## config.mk

```make
export PLATFORM = sky130hd
export DESIGN_NAME = fifo_word_packer
export DESIGN_NICKNAME = d
export VERILOG_FILES = /design/src/rtl/fifo_word_packer.sv
export SDC_FILE = /design/constraint.sdc
export NUM_CORES = 1
export LEC_CHECK = 0
export CAP_MARGIN = 20
export CELL_PAD_IN_SITES_DETAIL_PLACEMENT = 1
export CELL_PAD_IN_SITES_GLOBAL_PLACEMENT = 2
export CORE_MARGIN = 10
export CORE_UTILIZATION = 30
export CTS_BUF_LIST = sky130_fd_sc_hd__clkbuf_16
export DETAILED_ROUTE_END_ITERATION = 8
export HOLD_SLACK_MARGIN = 0.15
export PLACE_DENSITY_LB_ADDON = 0.05
export SETUP_SLACK_MARGIN = 0.2
export SYNTH_ARGS = -nofsm -noshare
export SYNTH_HDL_FRONTEND = slang
export SYNTH_SLANG_ARGS = --single-unit
```

## constraint.sdc

```tcl
create_clock -name clk -period 5.5 [get_ports clk]
set_input_delay 1.1 -clock clk [delete_from_list [all_inputs] [get_ports clk]]
set_output_delay 1.1 -clock clk [all_outputs]
set_load 0.005 [all_outputs]
```

## src/rtl/fifo_word_packer.sv

```systemverilog
// -----------------------------------------------------------------------------
// fifo_word_packer
//   Drains DATA_WIDTH-bit entries from a byte FIFO (rd_en / data_out / valid
//   with one-cycle read latency) and packs LANES consecutive entries into one
//   wide word. Lane 0 is the first entry read and sits in the LSBs. Words are
//   offered downstream on a valid/ready handshake. A flush request emits a
//   partial word; unused lanes read as zero.
//
//   Optional feature macro: PACKER_TIMEOUT_FLUSH_EN
//     When defined, a partial word that sees FLUSH_TIMEOUT idle cycles in FILL
//     is flushed automatically, exactly as if the flush port had been pulsed.
//
// Ports
//   clk           in   rising-edge clock
//   rst           in   synchronous, active-high reset
//   fifo_empty    in   FIFO empty flag
//   fifo_valid    in   FIFO read data valid (one cycle after accepted rd_en)
//   fifo_data_out in   FIFO read data
//   fifo_rd_en    out  read request to FIFO (combinational)
//   flush         in   emit the current partial word
//   word_out      out  packed word
//   word_lanes    out  number of populated lanes in word_out
//   word_valid    out  word_out / word_lanes valid
//   word_ready    in   downstream accepts word
//   pack_count    out  number of words handed off, wraps at 2^32
//   proto_err     out  sticky: fifo_valid seen with no read in flight
// -----------------------------------------------------------------------------
module fifo_word_packer #(
   parameter int DATA_WIDTH    = 8,
   parameter int LANES         = 4,
   parameter int FLUSH_TIMEOUT = 16
) (
   input  logic                          clk,
   input  logic                          rst,
   input  logic                          fifo_empty,
   input  logic                          fifo_valid,
   input  logic [DATA_WIDTH-1:0]         fifo_data_out,
   output logic                          fifo_rd_en,
   input  logic                          flush,
   output logic [DATA_WIDTH*LANES-1:0]   word_out,
   output logic [$clog2(LANES+1)-1:0]    word_lanes,
   output logic                          word_valid,
   input  logic                          word_ready,
   output logic [31:0]                   pack_count,
   output logic                          proto_err
);

   localparam int PW = $clog2(LANES+1);
   localparam int WW = DATA_WIDTH*LANES;
   localparam logic [PW:0] LANES_X = (PW+1)'(LANES);

   typedef enum logic {FILL = 1'b0, HOLD = 1'b1} state_t;

   if (FLUSH_TIMEOUT < 1) begin : g_timeout_range
      $error("fifo_word_packer: FLUSH_TIMEOUT must be at least 1");
   end

   state_t          state_r, state_n_s;
   logic [PW-1:0]   lane_ptr_r, lane_ptr_n_s;
   logic            inflight_r, inflight_n_s;
   logic            flush_pend_r, flush_pend_n_s;
   logic            post_rst_r;
   logic [WW-1:0]   word_r, word_n_s;
   logic [PW-1:0]   word_lanes_r, word_lanes_n_s;
   logic            word_valid_r, word_valid_n_s;
   logic [31:0]     pack_count_r, pack_count_n_s;
   logic            proto_err_r, proto_err_n_s;

   logic            fill_s;
   logic [PW:0]     ptr_sum_s;
   logic [PW-1:0]   new_ptr_s;
   logic            rd_en_s;
   logic            tmo_s;

`ifdef PACKER_TIMEOUT_FLUSH_EN
   localparam int CW = $clog2(FLUSH_TIMEOUT+1);
   localparam logic [CW-1:0] TMO_LAST = CW'(FLUSH_TIMEOUT-1);

   logic [CW-1:0]   idle_cnt_r, idle_cnt_n_s;
   logic            idle_s;

   // Idle counter: partial word waiting with nothing in flight; fires on the last idle cycle.
   always_comb begin
      idle_s = (state_r == FILL) && (lane_ptr_r != {PW{1'b0}}) && !inflight_r && !fifo_valid;
      tmo_s  = idle_s && (idle_cnt_r == TMO_LAST);
      if ((state_r != FILL) || fifo_valid) begin
         idle_cnt_n_s = {CW{1'b0}};
      end else if (idle_s && (idle_cnt_r != TMO_LAST)) begin
         idle_cnt_n_s = idle_cnt_r + CW'(1);
      end else begin
         idle_cnt_n_s = idle_cnt_r;
      end
   end

   // Idle counter register.
   always_ff @(posedge clk) begin
      if (rst) begin
         idle_cnt_r <= {CW{1'b0}};
      end else begin
         idle_cnt_r <= idle_cnt_n_s;
      end
   end
`else
   assign tmo_s = 1'b0;
`endif

   // Read issue and lane landing. A read is allowed only while the landed plus
   // outstanding lanes still leave room, so at most one read is ever in flight.
   always_comb begin
      fill_s    = fifo_valid && inflight_r;
      ptr_sum_s = {1'b0, lane_ptr_r} + (PW+1)'(inflight_r);
      new_ptr_s = lane_ptr_r + PW'(fill_s);
      rd_en_s   = (state_r == FILL) && !fifo_empty && !flush_pend_r && (ptr_sum_s < LANES_X);
   end

   assign fifo_rd_en = rd_en_s;

   // Next-state and datapath for FILL/HOLD.
   always_comb begin
      state_n_s      = state_r;
      lane_ptr_n_s   = lane_ptr_r;
      flush_pend_n_s = flush_pend_r;
      word_n_s       = word_r;
      word_lanes_n_s = word_lanes_r;
      word_valid_n_s = word_valid_r;
      pack_count_n_s = pack_count_r;
      inflight_n_s   = rd_en_s;
      // Data arriving with no read outstanding is dropped; the cycle right after
      // reset is exempt because a read issued before reset may still land.
      proto_err_n_s  = proto_err_r | (fifo_valid && !inflight_r && !post_rst_r);

      case (state_r)
         FILL: begin
            for (int i = 0; i < LANES; i++) begin
               word_n_s[i*DATA_WIDTH +: DATA_WIDTH] =
                  (fill_s && (lane_ptr_r == PW'(i))) ? fifo_data_out
                                                     : word_r[i*DATA_WIDTH +: DATA_WIDTH];
            end
            lane_ptr_n_s = new_ptr_s;
            if (new_ptr_s == PW'(LANES)) begin
               // A full word wins over any simultaneous flush.
               state_n_s      = HOLD;
               word_valid_n_s = 1'b1;
               word_lanes_n_s = new_ptr_s;
               flush_pend_n_s = 1'b0;
            end else if (flush || tmo_s || flush_pend_r) begin
               if (rd_en_s || (inflight_r && !fifo_valid)) begin
                  // Wait for the outstanding lane before closing the word.
                  flush_pend_n_s = 1'b1;
               end else if (new_ptr_s != {PW{1'b0}}) begin
                  state_n_s      = HOLD;
                  word_valid_n_s = 1'b1;
                  word_lanes_n_s = new_ptr_s;
                  flush_pend_n_s = 1'b0;
               end else begin
                  flush_pend_n_s = 1'b0;
               end
            end else begin
               flush_pend_n_s = flush_pend_r;
            end
         end
         HOLD: begin
            if (word_valid_r && word_ready) begin
               state_n_s      = FILL;
               pack_count_n_s = pack_count_r + 32'd1;
               word_n_s       = {WW{1'b0}};
               word_lanes_n_s = {PW{1'b0}};
               word_valid_n_s = 1'b0;
               lane_ptr_n_s   = {PW{1'b0}};
               flush_pend_n_s = 1'b0;
            end else begin
               state_n_s      = HOLD;
            end
         end
         default: begin
            state_n_s = FILL;
         end
      endcase
   end

   // State and output registers.
   always_ff @(posedge clk) begin
      if (rst) begin
         state_r      <= FILL;
         lane_ptr_r   <= {PW{1'b0}};
         inflight_r   <= 1'b0;
         flush_pend_r <= 1'b0;
         post_rst_r   <= 1'b1;
         word_r       <= {WW{1'b0}};
         word_lanes_r <= {PW{1'b0}};
         word_valid_r <= 1'b0;
         pack_count_r <= 32'd0;
         proto_err_r  <= 1'b0;
      end else begin
         state_r      <= state_n_s;
         lane_ptr_r   <= lane_ptr_n_s;
         inflight_r   <= inflight_n_s;
         flush_pend_r <= flush_pend_n_s;
         post_rst_r   <= 1'b0;
         word_r       <= word_n_s;
         word_lanes_r <= word_lanes_n_s;
         word_valid_r <= word_valid_n_s;
         pack_count_r <= pack_count_n_s;
         proto_err_r  <= proto_err_n_s;
      end
   end

   assign word_out   = word_r;
   assign word_lanes = word_lanes_r;
   assign word_valid = word_valid_r;
   assign pack_count = pack_count_r;
   assign proto_err  = proto_err_r;

endmodule
```

==> impl_metrics.env <==
export IMPL_cp_cell_sequence="clkdlybuf4s50_1 -> or4_1 -> a31oi_1 -> clkdlybuf4s50_1"
export IMPL_hpwlAfterDp_um=6550
export IMPL_r2r_setup_slack_ns=2.71
export IMPL_hold_depth=2
export IMPL_layout_min_cycle_time_ns=3.83
export IMPL_start_kind="input port"
export IMPL_tightest_slew_ns=0.774
export IMPL_gr_total_overflow=0
export IMPL_crit_reg2reg_launch="state_r"
export IMPL_worstRegToRegCells=4
export IMPL_grt_max_degree=45
export IMPL_maxCapViolCount=0
export IMPL_vias_per_cell=4.71
export IMPL_hp_class="reg -> reg"
export IMPL_synth_top_cell_by_area="dfxtp_1"
export IMPL_whs_endpoint="word_out[18]"
export IMPL_clockBufferDepth=2
export IMPL_fmax_mhz=261
export IMPL_cts_sinks=76
export IMPL_final_cells=574
export IMPL_hold_viol_final=0
export IMPL_synth_edf_count=0
export IMPL_cp_common_cell="clkdlybuf4s50_1"
export IMPL_cts_tree="yes"
export IMPL_final_max_slew_viol_count=0
export IMPL_numCtsBuffers=9
export IMPL_avgSynthCellArea_um2=8.90
export IMPL_ant_nets=0
export IMPL_setup_viol=0
export IMPL_nFillCells=1194
export IMPL_worst_clock_skew_ns=0.0101
export IMPL_cp_end_kind="output port"
export IMPL_start_util_pct=30.7
export IMPL_cts_resized=0
export IMPL_synth_nets=373
export IMPL_multiInputGateArea_um2=1550
export IMPL_rows=37
export IMPL_arrival_ns=2.73
export IMPL_post_route_period_util_pct=69.7
export IMPL_synth_top_area_share_pct=48.0
export IMPL_postCtsHoldBufs=0
export IMPL_dieWidth_um=123
export IMPL_seq_area_frac_synth_pct=48.0
export IMPL_rsz0062_at_grt="no"
export IMPL_drt_pass1_iter_count=3
export IMPL_cts_root_buf="clkbuf_16"
export IMPL_ys_warn_count=0
export IMPL_synth_distinct_cells=34
export IMPL_grt_pass1_wl_um=14800
export IMPL_max_slew_margin_pct=48.4
export IMPL_min_from="word_out[18]"
export IMPL_synth_area_top_cells="dfxtp_1, nor2_1, mux2i_1, xor2_1, xnor2_1"
export IMPL_final_setup_tns_ns=0
export IMPL_fp_dieArea_um2=15100
export IMPL_regArea_um2=1520
export IMPL_ios=84
export IMPL_r2r_end="pack_count[23]"
export IMPL_gp_congestion=0.737
export IMPL_finalPower_mw=1.23
export IMPL_holdWs_ns=0.474
export IMPL_drc=0
export IMPL_syn_inst=356
export IMPL_vias=2706
export IMPL_grt_total_usage_pct=12.4
export IMPL_area_growth_pct=38.8
export IMPL_wl_per_cell_um=15.9
export IMPL_cp_required_ns=4.40
export IMPL_cp_slowest_cell="clkdlybuf4s50_1"
export IMPL_ctsHtreeMaxLevel=3
export IMPL_ir_drop_v=0.000152
export IMPL_power_density_nw_per_um2=280
export IMPL_ys_async_sr_fraction_pct=0
export IMPL_drive_above_1_share_pct=5.71
export IMPL_drt_total_wl_um=9150
export IMPL_ys_flop_type="dfxtp_1"
export IMPL_drtIter0Drc=100
export IMPL_dp_cells=557
export IMPL_n_antenna_cell=0
export IMPL_synthTopCellsByCount="dfxtp_1, nor2_1, mux2i_1, nand2_1, nand3_1"
export IMPL_first_global_vias=2881
export IMPL_post_cts_buffers=0
export IMPL_die_h_um=123
export IMPL_cp_max_fo=4
export IMPL_leakagePower_nw=1.65
export IMPL_fp_coreArea_um2=10300
export IMPL_crit_type="in -> out"
export IMPL_ys_seq_elements=76
export IMPL_antenna_found_initial=0
export IMPL_status="finished, final reports clean"
export IMPL_clkLatencyLatePin_ns=0.33
export IMPL_clk_pin_slew_worst_paths_ns=0.06
export IMPL_yosys_cell_count_top_type="dfxtp_1"
export IMPL_critPathMaxStageDelay_ns=0.57
export IMPL_numPortBuffers=83
export IMPL_final_nets=450
export IMPL_netlist_area_um2=3170
-- per-stage QoR --
stage                     utilization, %  instance area, um2  worst slack [ns]
final                               42.6                4400              1.67
after global placement              39.7                4100              1.70
after global routing                42.6                4400              1.59
after detailed placement            39.7                4100              1.65
after floorplan                        -                3170              2.66
after CTS                           42.6                4400              1.65
-- state kept, by name (all words and copies together) (netlist names) --
name          flops
word_lanes        3
lane_ptr_r        3
word_valid        1
word_out         32
proto_err         1
post_rst_r        1
flush_pend_r      1
state_r           1
pack_count       32
inflight_r        1
-- worst max-delay path by stage --
stage               slack (ns)  startpoint         end
finish                    1.67  fifo_empty  fifo_rd_en
global route              1.59  fifo_empty  fifo_rd_en
CTS                       1.65  fifo_empty  fifo_rd_en
detailed placement        1.65  fifo_empty  fifo_rd_en
global placement          1.70  fifo_empty  fifo_rd_en
floorplan                 2.66  fifo_empty  fifo_rd_en
-- where the power goes --
part | switching (mW) | internal [mW]
sequential | 0.00933 | 0.559
combinational | 0.0365 | 0.0336
clock | 0.239 | 0.354
total | 0.284 | 0.946
-- cells in the final DEF, fill, tap and decap left out, types with 2 or more instances in the layout --
master	instances
nor3_1	8
clkinv_2	2
o21a_1	2
nor4_2	2
clkdlybuf4s50_1	82
xor2_1	17
and4_1	7
nor2_1	67
clkbuf_16	9
nand4_1	9
ha_1	3
nand2_1	23
nand2b_1	2
nor2b_1	13
or4_1	2
nand3_1	20
xnor2_1	14
inv_1	5
inv_6	2
or3_1	2
o21ai_0	6
and2_1	3
mux2i_1	24
and3_1	3
nor4_1	2
a21oi_1	19
buf_2	2
dfxtp_1	76
-- cell type report --
class | count | area share [%]
flip-flops and latches | 76 | 34.6
clock buffers | 9 | 5.12
multi-input cells | 256 | 35.3
inverters | 5 | 0.426
clock inverters | 7 | 1.68
well taps | 136 | 3.87
repair buffers | 85 | 19.1
-- metal layers --
layer | vias to the layer above | wire (um) | global-route usage, %
met5 | - | 0 | 0
met1 | 1284 | 3960 | 13.9
met3 | 7 | 709 | 5.33
met4 | 0 | 73 | 2.87
li1 | 1365 | - | -
met2 | 50 | 4400 | 21.2
-- cells by family after synthesis --
| kind of cell | Yosys count | share of synthesized area, % |
|---|---|---|
| flip-flops | 76 | 48.0 |
| adder cells (fa/ha/maj) | 3 | 1.18 |
| multiplexers | 24 | 7.58 |
| buffers and inverters | 24 | 3.00 |
| AND/OR/NAND/NOR | 166 | 25.9 |
| AO/OA/AOI/OAI | 32 | 5.76 |
| XOR/XNOR | 31 | 8.57 |
-- worst max-delay path: cells and delay by family --
family                 cells  cell delay (ns)
buffers and inverters      2             0.96
and+or+nand+nor            1             0.39
AOI/OAI and AO/OA          1             0.28
(Power assumes the default switching activity.)
